**src/rtl/writeback_buffer_pkg.sv**
```systemverilog
// writeback_buffer_pkg: shared register-file widths and writeback entry layout
package writeback_buffer_pkg;
  localparam int REG_ADDR_W = 5;
  localparam int DATA_W = 32;
  localparam logic [REG_ADDR_W-1:0] ZERO_REG = 5'd0;
  typedef struct packed {
    logic [REG_ADDR_W-1:0] regAddr;
    logic [DATA_W-1:0]     data;
  } wbEntry_t;
endpackage

```
**src/rtl/wb_fwd_match.sv**
```systemverilog
// wb_fwd_match: finds the newest valid pending entry whose register matches addr
// Ports: wrPtr (next write slot), valid (per-slot occupancy), regs/datas (slot contents),
//        addr (lookup register), hit/data (match flag and newest matching value, 0 if none)
module wb_fwd_match import writeback_buffer_pkg::*; #(
  parameter int DEPTH = 4,
  parameter int ADDR_W = REG_ADDR_W,
  parameter int DATA_W = writeback_buffer_pkg::DATA_W
) (
  input  logic [$clog2(DEPTH)-1:0]     wrPtr,
  input  logic [DEPTH-1:0]             valid,
  input  logic [DEPTH-1:0][ADDR_W-1:0] regs,
  input  logic [DEPTH-1:0][DATA_W-1:0] datas,
  input  logic [ADDR_W-1:0]            addr,
  output logic                         hit,
  output logic [DATA_W-1:0]            data
);
  localparam int PW = $clog2(DEPTH);
  logic [PW-1:0] idx;
  // Walk oldest to newest so the last overwrite is the newest match.
  always_comb begin
    hit = 1'b0;
    data = '0;
    idx = '0;
    for (int i = DEPTH; i >= 1; i--) begin
      idx = wrPtr - PW'(i);
      if (addr != ADDR_W'(ZERO_REG) && valid[idx] && regs[idx] == addr) begin
        hit = 1'b1;
        data = datas[idx];
      end
    end
  end
endmodule

```
**src/rtl/writeback_buffer.sv**
```systemverilog
// writeback_buffer: in-order result FIFO draining into the RegisterFile write port with read forwarding
// Ports: clk/reset (sync active-high), wbValid/wbReg/wbData/wbReady (result intake),
//        drainEn (permit head write), regWrite/writeReg/writeData (RegisterFile write port),
//        readReg1/2 -> fwdHit1/2, fwdData1/2 (newest pending value), empty (nothing pending)
module writeback_buffer import writeback_buffer_pkg::*; #(
  parameter int DEPTH = 4,
  parameter int ADDR_W = REG_ADDR_W,
  parameter int DATA_W = writeback_buffer_pkg::DATA_W
) (
  input  logic              clk,
  input  logic              reset,
  input  logic              wbValid,
  input  logic [ADDR_W-1:0] wbReg,
  input  logic [DATA_W-1:0] wbData,
  output logic              wbReady,
  input  logic              drainEn,
  output logic              regWrite,
  output logic [ADDR_W-1:0] writeReg,
  output logic [DATA_W-1:0] writeData,
  input  logic [ADDR_W-1:0] readReg1,
  input  logic [ADDR_W-1:0] readReg2,
  output logic              fwdHit1,
  output logic [DATA_W-1:0] fwdData1,
  output logic              fwdHit2,
  output logic [DATA_W-1:0] fwdData2,
  output logic              empty
);
  localparam int PW = $clog2(DEPTH);
  localparam int CW = PW + 1;
  logic [DEPTH-1:0][ADDR_W-1:0] regMem;
  logic [DEPTH-1:0][DATA_W-1:0] dataMem;
  logic [DEPTH-1:0]             validMask;
  logic [PW-1:0]                rdPtr, wrPtr;
  logic [CW-1:0]                count;
  logic                         push, pop;
  assign empty = count == '0;
  assign wbReady = count < CW'(DEPTH);
  // x0 results are accepted but never stored.
  assign push = wbValid && wbReady && wbReg != ADDR_W'(ZERO_REG);
  assign pop = drainEn && !empty && !reset;
  assign regWrite = pop;
  assign writeReg = empty ? '0 : regMem[rdPtr];
  assign writeData = empty ? '0 : dataMem[rdPtr];
  // A slot is live when its distance from the head is below count.
  for (genvar j = 0; j < DEPTH; j++) begin : g_valid
    assign validMask[j] = {1'b0, PW'(PW'(j) - rdPtr)} < count;
  end
  always_ff @(posedge clk) begin
    if (reset) begin
      rdPtr <= '0;
      wrPtr <= '0;
      count <= '0;
    end else begin
      if (push) begin
        regMem[wrPtr] <= wbReg;
        dataMem[wrPtr] <= wbData;
        wrPtr <= wrPtr + 1'b1;
      end
      if (pop) rdPtr <= rdPtr + 1'b1;
      count <= count + CW'(push) - CW'(pop);
    end
  end
  wb_fwd_match #(.DEPTH(DEPTH), .ADDR_W(ADDR_W), .DATA_W(DATA_W)) uMatch1 (
    .wrPtr(wrPtr), .valid(validMask), .regs(regMem), .datas(dataMem),
    .addr(readReg1), .hit(fwdHit1), .data(fwdData1)
  );
  wb_fwd_match #(.DEPTH(DEPTH), .ADDR_W(ADDR_W), .DATA_W(DATA_W)) uMatch2 (
    .wrPtr(wrPtr), .valid(validMask), .regs(regMem), .datas(dataMem),
    .addr(readReg2), .hit(fwdHit2), .data(fwdData2)
  );
endmodule

```
**config.mk**
```make
export PLATFORM = sky130hd
export DESIGN_NAME = writeback_buffer
export DESIGN_NICKNAME = d
export VERILOG_FILES = /design/src/rtl/writeback_buffer_pkg.sv /design/src/rtl/wb_fwd_match.sv /design/src/rtl/writeback_buffer.sv
export SDC_FILE = /design/constraint.sdc
export NUM_CORES = 1
export LEC_CHECK = 0
export ABC_AREA = 1
export BUFFER_PORTS_ARGS = -buffer_cell sky130_fd_sc_hd__buf_4
export CAP_MARGIN = 20
export CORE_ASPECT_RATIO = 0.6
export CORE_MARGIN = 1.5
export CORE_UTILIZATION = 45
export CTS_CLUSTER_DIAMETER = 40
export DETAILED_ROUTE_END_ITERATION = 7
export GPL_TIMING_DRIVEN = 0
export HOLD_SLACK_MARGIN = 0.05
export PLACE_DENSITY = 0.61
export SLEW_MARGIN = 30
export SYNTH_ARGS = -nofsm -noshare
export SYNTH_HDL_FRONTEND = slang
export SYNTH_SLANG_ARGS = --single-unit
```
**constraint.sdc**
```tcl
create_clock -name clk -period 10.4 [get_ports clk]
set_input_delay 2.6 -clock clk [delete_from_list [all_inputs] [get_ports clk]]
set_output_delay 2.6 -clock clk [all_outputs]
set_load 0.01 [all_outputs]
```
After elaboration in Yosys (flattened, before gate mapping)
Index checks and enable logic that the tools add are counted.
- eq/ne operators: 8
- reductions and logical operators: 28
- $lt $le $gt $ge: 11
- muxes and demuxes: 52
- add/subtract/negate cells: 11
- bitwise logic cells: 1
- operator list (cell ; count):
    32-bit 2-to-1 mux ; 15
    32-bit binary-select mux with 2-bit select ; 5
    128-bit bitwise mux ; 1
    32-bit demux with 2-bit select ; 1
    5-bit binary-select mux with 2-bit select ; 5
    5-bit equality test ; 8
    5-bit 2-to-1 mux ; 7
    1-bit logical AND ; 21
    20-bit bitwise mux ; 1
    2-bit by 3-bit < comparator with 1-bit output, second input constant ; 5
    5-bit nonzero test ; 3
    2-bit by 3-bit < comparator with 1-bit output ; 4
    1-bit 2-to-1 mux ; 12
    5-bit demux with 2-bit select ; 1
    1-bit binary-select mux with 2-bit select ; 4
    2-bit by 1-bit adder with 2-bit output, second input constant ; 2
    1-bit by 2-bit subtractor with 2-bit output, first input constant ; 2
    2-bit subtractor, first input constant ; 2
    2-bit subtractor, second input constant ; 2
    3-bit by 1-bit adder with 3-bit output ; 1
    3-bit logical NOT ; 1
    3-bit < comparator, second input constant ; 1
    3-bit by 1-bit subtractor with 3-bit output ; 1
    2-bit by 1-bit greater-or-equal comparator with 1-bit output, second input constant ; 1
    other kinds (4) ; 5
- flip-flop bits (word level): 155
- bits of input ports: 51
- output and inout port bits: 106

Logic depth before layout (Yosys ltp)
- depth after elaboration: 10
- mapped depth: 22
- mapped depth without buffers: 19

Cells and area by module
From an unflattened synthesis, not the netlist that was laid out.
- cell total of the unflattened synthesis: 2590
- area, all modules: 16539.6 um2
- by module, submodules not included (module ; instances ; area each (um2) ; cells each):
    wb_fwd_match ; 2 ; 5104.9 ; 1051
    writeback_buffer ; 1 ; 6329.8 ; 488

Worst setup path after synthesis
OpenSTA, ideal clock, no wires.
- path type: input to output
- start: in readReg1[1]
- end: out fwdData1[14]
- slack: 3790 ps
- stages on the path: 13
- data arrival time: 4010 ps
- path buffers: 2
- cell sequence: clkbuf_1 -> inv_1 -> nand2_1 -> nor3_1 -> a21oi_1 -> nand3_1 -> nor2_2 -> nand2_2 -> buf_2 -> nand2_1 -> inv_1 -> nand2_1 -> a21oi_1
- longest elaborated chain between the ends: 7
- RTL lines (what ; RTL line ; RTL):
    from (decl) ; writeback_buffer.sv:20 ; input logic [ADDR_W-1:0] readReg1,
    5-bit nonzero test ; wb_fwd_match.sv:26 ; if (addr != ADDR_W'(ZERO_REG) && valid[idx] && regs[idx] == addr) begin
    1-bit logical AND (2 in series) ; wb_fwd_match.sv:26 ;
    32-bit 2-to-1 mux (3 in series) ; wb_fwd_match.sv:26 ;
    32-bit 2-to-1 mux * ; wb_fwd_match.sv:26 ;
    to (decl) ; writeback_buffer.sv:23 ; output logic [DATA_W-1:0] fwdData1,
Mark *: on every way between the ends. The rest lies on a longest branch, timed or not.

Worst setup path in the final report
- start: reg wrPtr[1]
- end: out fwdData2[11]
- longest elaborated chain between the ends: 8
- RTL lines (what ; RTL line ; RTL):
    from (decl) ; writeback_buffer.sv:33 ; logic [PW-1:0] rdPtr, wrPtr;
    from (signal assigned) ; writeback_buffer.sv:57 ; wrPtr <= wrPtr + 1'b1;
    2-bit subtractor (tied with other cells) ; wb_fwd_match.sv:25 ; idx = wrPtr - PW'(i);
    5-bit binary-select mux with 2-bit select (tied with other cells) ; wb_fwd_match.sv:26 ;
    5-bit 2-to-1 mux (implied by the code) (tied with other cells) ; wb_fwd_match.sv:26 ;
    5-bit equality test / 1-bit logical AND (equally long branches) ; wb_fwd_match.sv:26 ;
    1-bit logical AND / 32-bit 2-to-1 mux (equally long branches) ; wb_fwd_match.sv:26 ;
    32-bit 2-to-1 mux (2 in series) ; wb_fwd_match.sv:26 ;
    32-bit 2-to-1 mux * ; wb_fwd_match.sv:26 ;
    to (decl) ; writeback_buffer.sv:25 ; output logic [DATA_W-1:0] fwdData2,
Mark *: on every way between the ends. The rest lies on a longest branch, timed or not. The select of a mux whose other input is x is not followed.

==> results_dict.tcl <==
set metrics [dict create \
    status "finished, final reports clean" \
    synth_top_family_by_area "simple AND/OR/NAND/NOR gates" \
    avgSynthCellArea_sq_um 6.75 \
    die_h_um 136 \
    vias 15200 \
    num_rows 48 \
    total_power_mw 3.58 \
    wl_per_cell_um 24.2 \
    fin_area_sq_um 15800 \
    place_area_sq_um 15200 \
    ys_types 34 \
    slew_viol_final 0 \
    synth.yosys.seq_area_share_pct 34.5 \
    worstHoldPathCells 2 \
    yosys.area_share.adder_pct 1.09 \
    gp_congestion 1.02 \
    cts.sinks 155 \
    relSlewSlack_pct 29.1 \
    fp.dieW_um 225 \
    layout.cells.non_filler 2563 \
    critPathLaunchType "register" \
    min_from "count[1]$_SDFF_PP0_" \
    viasPerCell 5.94 \
    drt_iter0_markers 2819 \
    finalClockSkew_ns 0.0252 \
    io_buffers 154 \
    synth_mux_area_share_pct 5.50 \
    ys_ff_latch 155 \
    coreArea_sq_um 28900 \
    ir_worst_vdd_mv 0.185 \
    gr-total-overflow 0 \
    cts_hold_buf 0 \
    synth_warnings 0 \
    fmax_mhz 128 \
    dp.cells 2531 \
    antenna_left 0 \
    hold_ws_ns 0.658 \
    clock_path_buffers 2 \
    synth_simple_gate_area_share_pct 32.9 \
    postCtsSetupBuffers 0 \
    cts_buffers 17 \
    r2r_setup_slack_ns 6.50 \
    track_usage_pct 40.1 \
    r2r_start "wrPtr[1]$_SDFFE_PP0N_" \
    syn_inst 1969 \
    postSynthNetCount 2031 \
    leakage_nw 7.63 \
    crit_path_start "wrPtr[1]$_SDFFE_PP0N_" \
    fin_crit_sh_pct 75.1 \
    cap_violations 0 \
    setup_viol 0 \
    num-nets-final 2212 \
    cp_common_cell "nand2_1" \
    grt_pass1_wl_um 87800 \
    timing.rr.end "wrPtr[1]$_SDFFE_PP0N_" \
    synth_compound_area_share_pct 12.4 \
    hold_path.class "register to register" \
    grt_pass1_vias 13400 \
    worst_ep_arrival_time_ns 5.21 \
    cp_slowest_cell "clkbuf_1" \
    start_util_pct 46.0 \
    hold_viol_final 0 \
    fill_cells 2863 \
    worstPathMaxFanout 11 \
    diodes 0 \
    crit_chain "inv_2 -> buf_2 -> buf_2 -> buf_1 -> ha_1 -> buf_2 -> buf_2 -> clkbuf_1 -> nand2_1 -> o21ai_0 -> nand3_1 -> nand2_1 -> inv_1 -> nand2_1 -> nand2_1 -> nand2_1 -> buf_4" \
    slowest_delay_ns 0.65 \
    drtPass1Iterations 6 \
    die_area_sq_um 30600 \
    io_pins 157 \
    dp_slack_ns 2.98 \
    grt_start_max_net_pins 20 \
    period_needed_ns 7.81 \
    crit_type "register to primary output" \
    setup_slack_ns 2.59 \
    clkTransAtPathRegs_ns 0.08 \
    drc 0 \
    power_density_nw_per_um2 226 \
    drive_gt1_share_pct 14.7 \
    setup_tns_ns 0 \
    tightestPinTransition_ns 1.05 \
    antenna_found_initial 0 \
    h-tree-depth 4 \
    dp_hpwl_um 48100 \
    cts_resized 0 \
    wirelength_um 61900 \
    clock-root-buffer "clkbuf_16" \
    clock_latency_ns 0.48 \
    hold_path_end "count[2]$_SDFF_PP0_" \
    final_core_util_pct 54.7 \
    critical_path_required_ns 7.80 \
    synth_xor_area_share_pct 0.593 \
    synthesis.area_sq_um 13300 \
    critPathCaptureType "primary output" \
    rsz0062_at_grt "false" \
    rr_worst_depth 10 \
    cts_tree "yes" \
    syn_to_final_growth_pct 19.0 \
]
## cell families (layout without fill, tap and decap cells)
group | after synthesis | after routing
and+or+nand+nor | 1028 | 1028
buffers and inverters | 402 | 596
AOI/OAI and AO/OA | 291 | 291
DFF | 155 | 155
muxes | 73 | 73
adders and majority gates | 11 | 11
xor gates and xnor gates | 9 | 9
## critical path, delay by kind of cell (launching register included)
| kind | cells | cell delay (ns) |
|---|---|---|
| buf+inv | 9 | 2.83 |
| compound gates | 1 | 0.36 |
| flops | 1 | 0.43 |
| fa+ha+maj | 1 | 0.42 |
| simple gates | 6 | 0.68 |
## area by class of cell
type                            count  area [sq um]  share of cell area (%)
Tap cell                          400           500                    3.17
Sequential cell                   155          4580                    29.0
Inverter                          269          1010                    6.42
Clock inverter                     15           200                    1.27
Buffer                            133           704                    4.46
Clock buffer                       17           425                    2.69
Multi-Input combinational cell   1412          7010                    44.3
Timing Repair Buffer              162          1370                    8.66
## cells in the mapped netlist
library cell	instances	area [sq um]
mux2i_1	73	731
edfxtp_1	148	4440
fa_1	1	20.0
nand4_1	3	18.8
inv_1	260	976
a221oi_1	32	280
o21ai_0	178	891
ha_1	10	125
inv_6	1	8.76
a31oi_1	5	31.3
buf_1	11	41.3
o22ai_1	32	200
nand2_1	627	2350
nor2_4	5	56.3
inv_2	7	26.3
or2_2	9	56.3
dfxtp_1	7	140
nor3_1	6	30.0
buf_6	12	135
nor2_2	5	31.3
buf_2	65	325
o211ai_1	5	37.5
nand3_1	292	1460
nand3_2	2	20.0
nand3b_1	11	82.6
nor2_1	64	240
a21oi_1	22	110
nand2_2	4	25.0
buf_4	9	67.6
a22oi_1	5	37.5
xor2_1	9	78.8
clkbuf_1	36	135
clkinv_1	1	3.75
o21ai_1	12	60.1
## worst max path at each step
stage	endpoint	slack, ns	cells after the start
global route	fwdData2[3]	2.54	15
CTS	fwdData2[11]	2.93	17
global placement	fwdData1[28]	3.00	14
detailed placement	fwdData1[28]	2.98	14
finish	fwdData2[11]	2.59	17
floorplan	fwdData1[14]	3.79	13
## state kept, by name (all words and copies together), names as in the netlist
name	cells
dataMem	128
rdPtr	2
count	3
wrPtr	2
regMem	20
## cells in the final DEF (no fill, tap or decap), drive strengths merged, types with 6 or more instances in the layout
master / Yosys / routed
nand2: 631 / 631
o21ai: 190 / 190
or2: 9 / 9
a21oi: 22 / 22
nor2: 74 / 74
xor2: 9 / 9
dfxtp: 7 / 7
edfxtp: 148 / 148
o22ai: 32 / 32
buf: 97 / 259
nor3: 6 / 6
clkinv: 1 / 9
mux2i: 73 / 73
clkbuf: 36 / 53
ha: 10 / 10
nand3: 294 / 294
a221oi: 32 / 32
nand3b: 11 / 11
inv: 268 / 274
## metal layers
layer / global-route usage, % / vias to the layer above / wire length (um)
li1: - / 6858 / -
met1: 60.9 / 6976 / 27100
met2: 49.5 / 1298 / 22100
met3: 19.0 / 88 / 11600
met4: 8.28 / 2 / 1080
met5: 1.77 / - / 73
## where the power goes
part / internal [mW] / switching, mW / leakage [nW]
clock: 0.348 / 0.321 / 0.304
sequential: 0.723 / 0.0304 / 1.40
combinational: 0.642 / 1.51 / 5.93
total: 1.71 / 1.86 / 7.63
No activity file was read; power rests on OpenSTA's default activity.
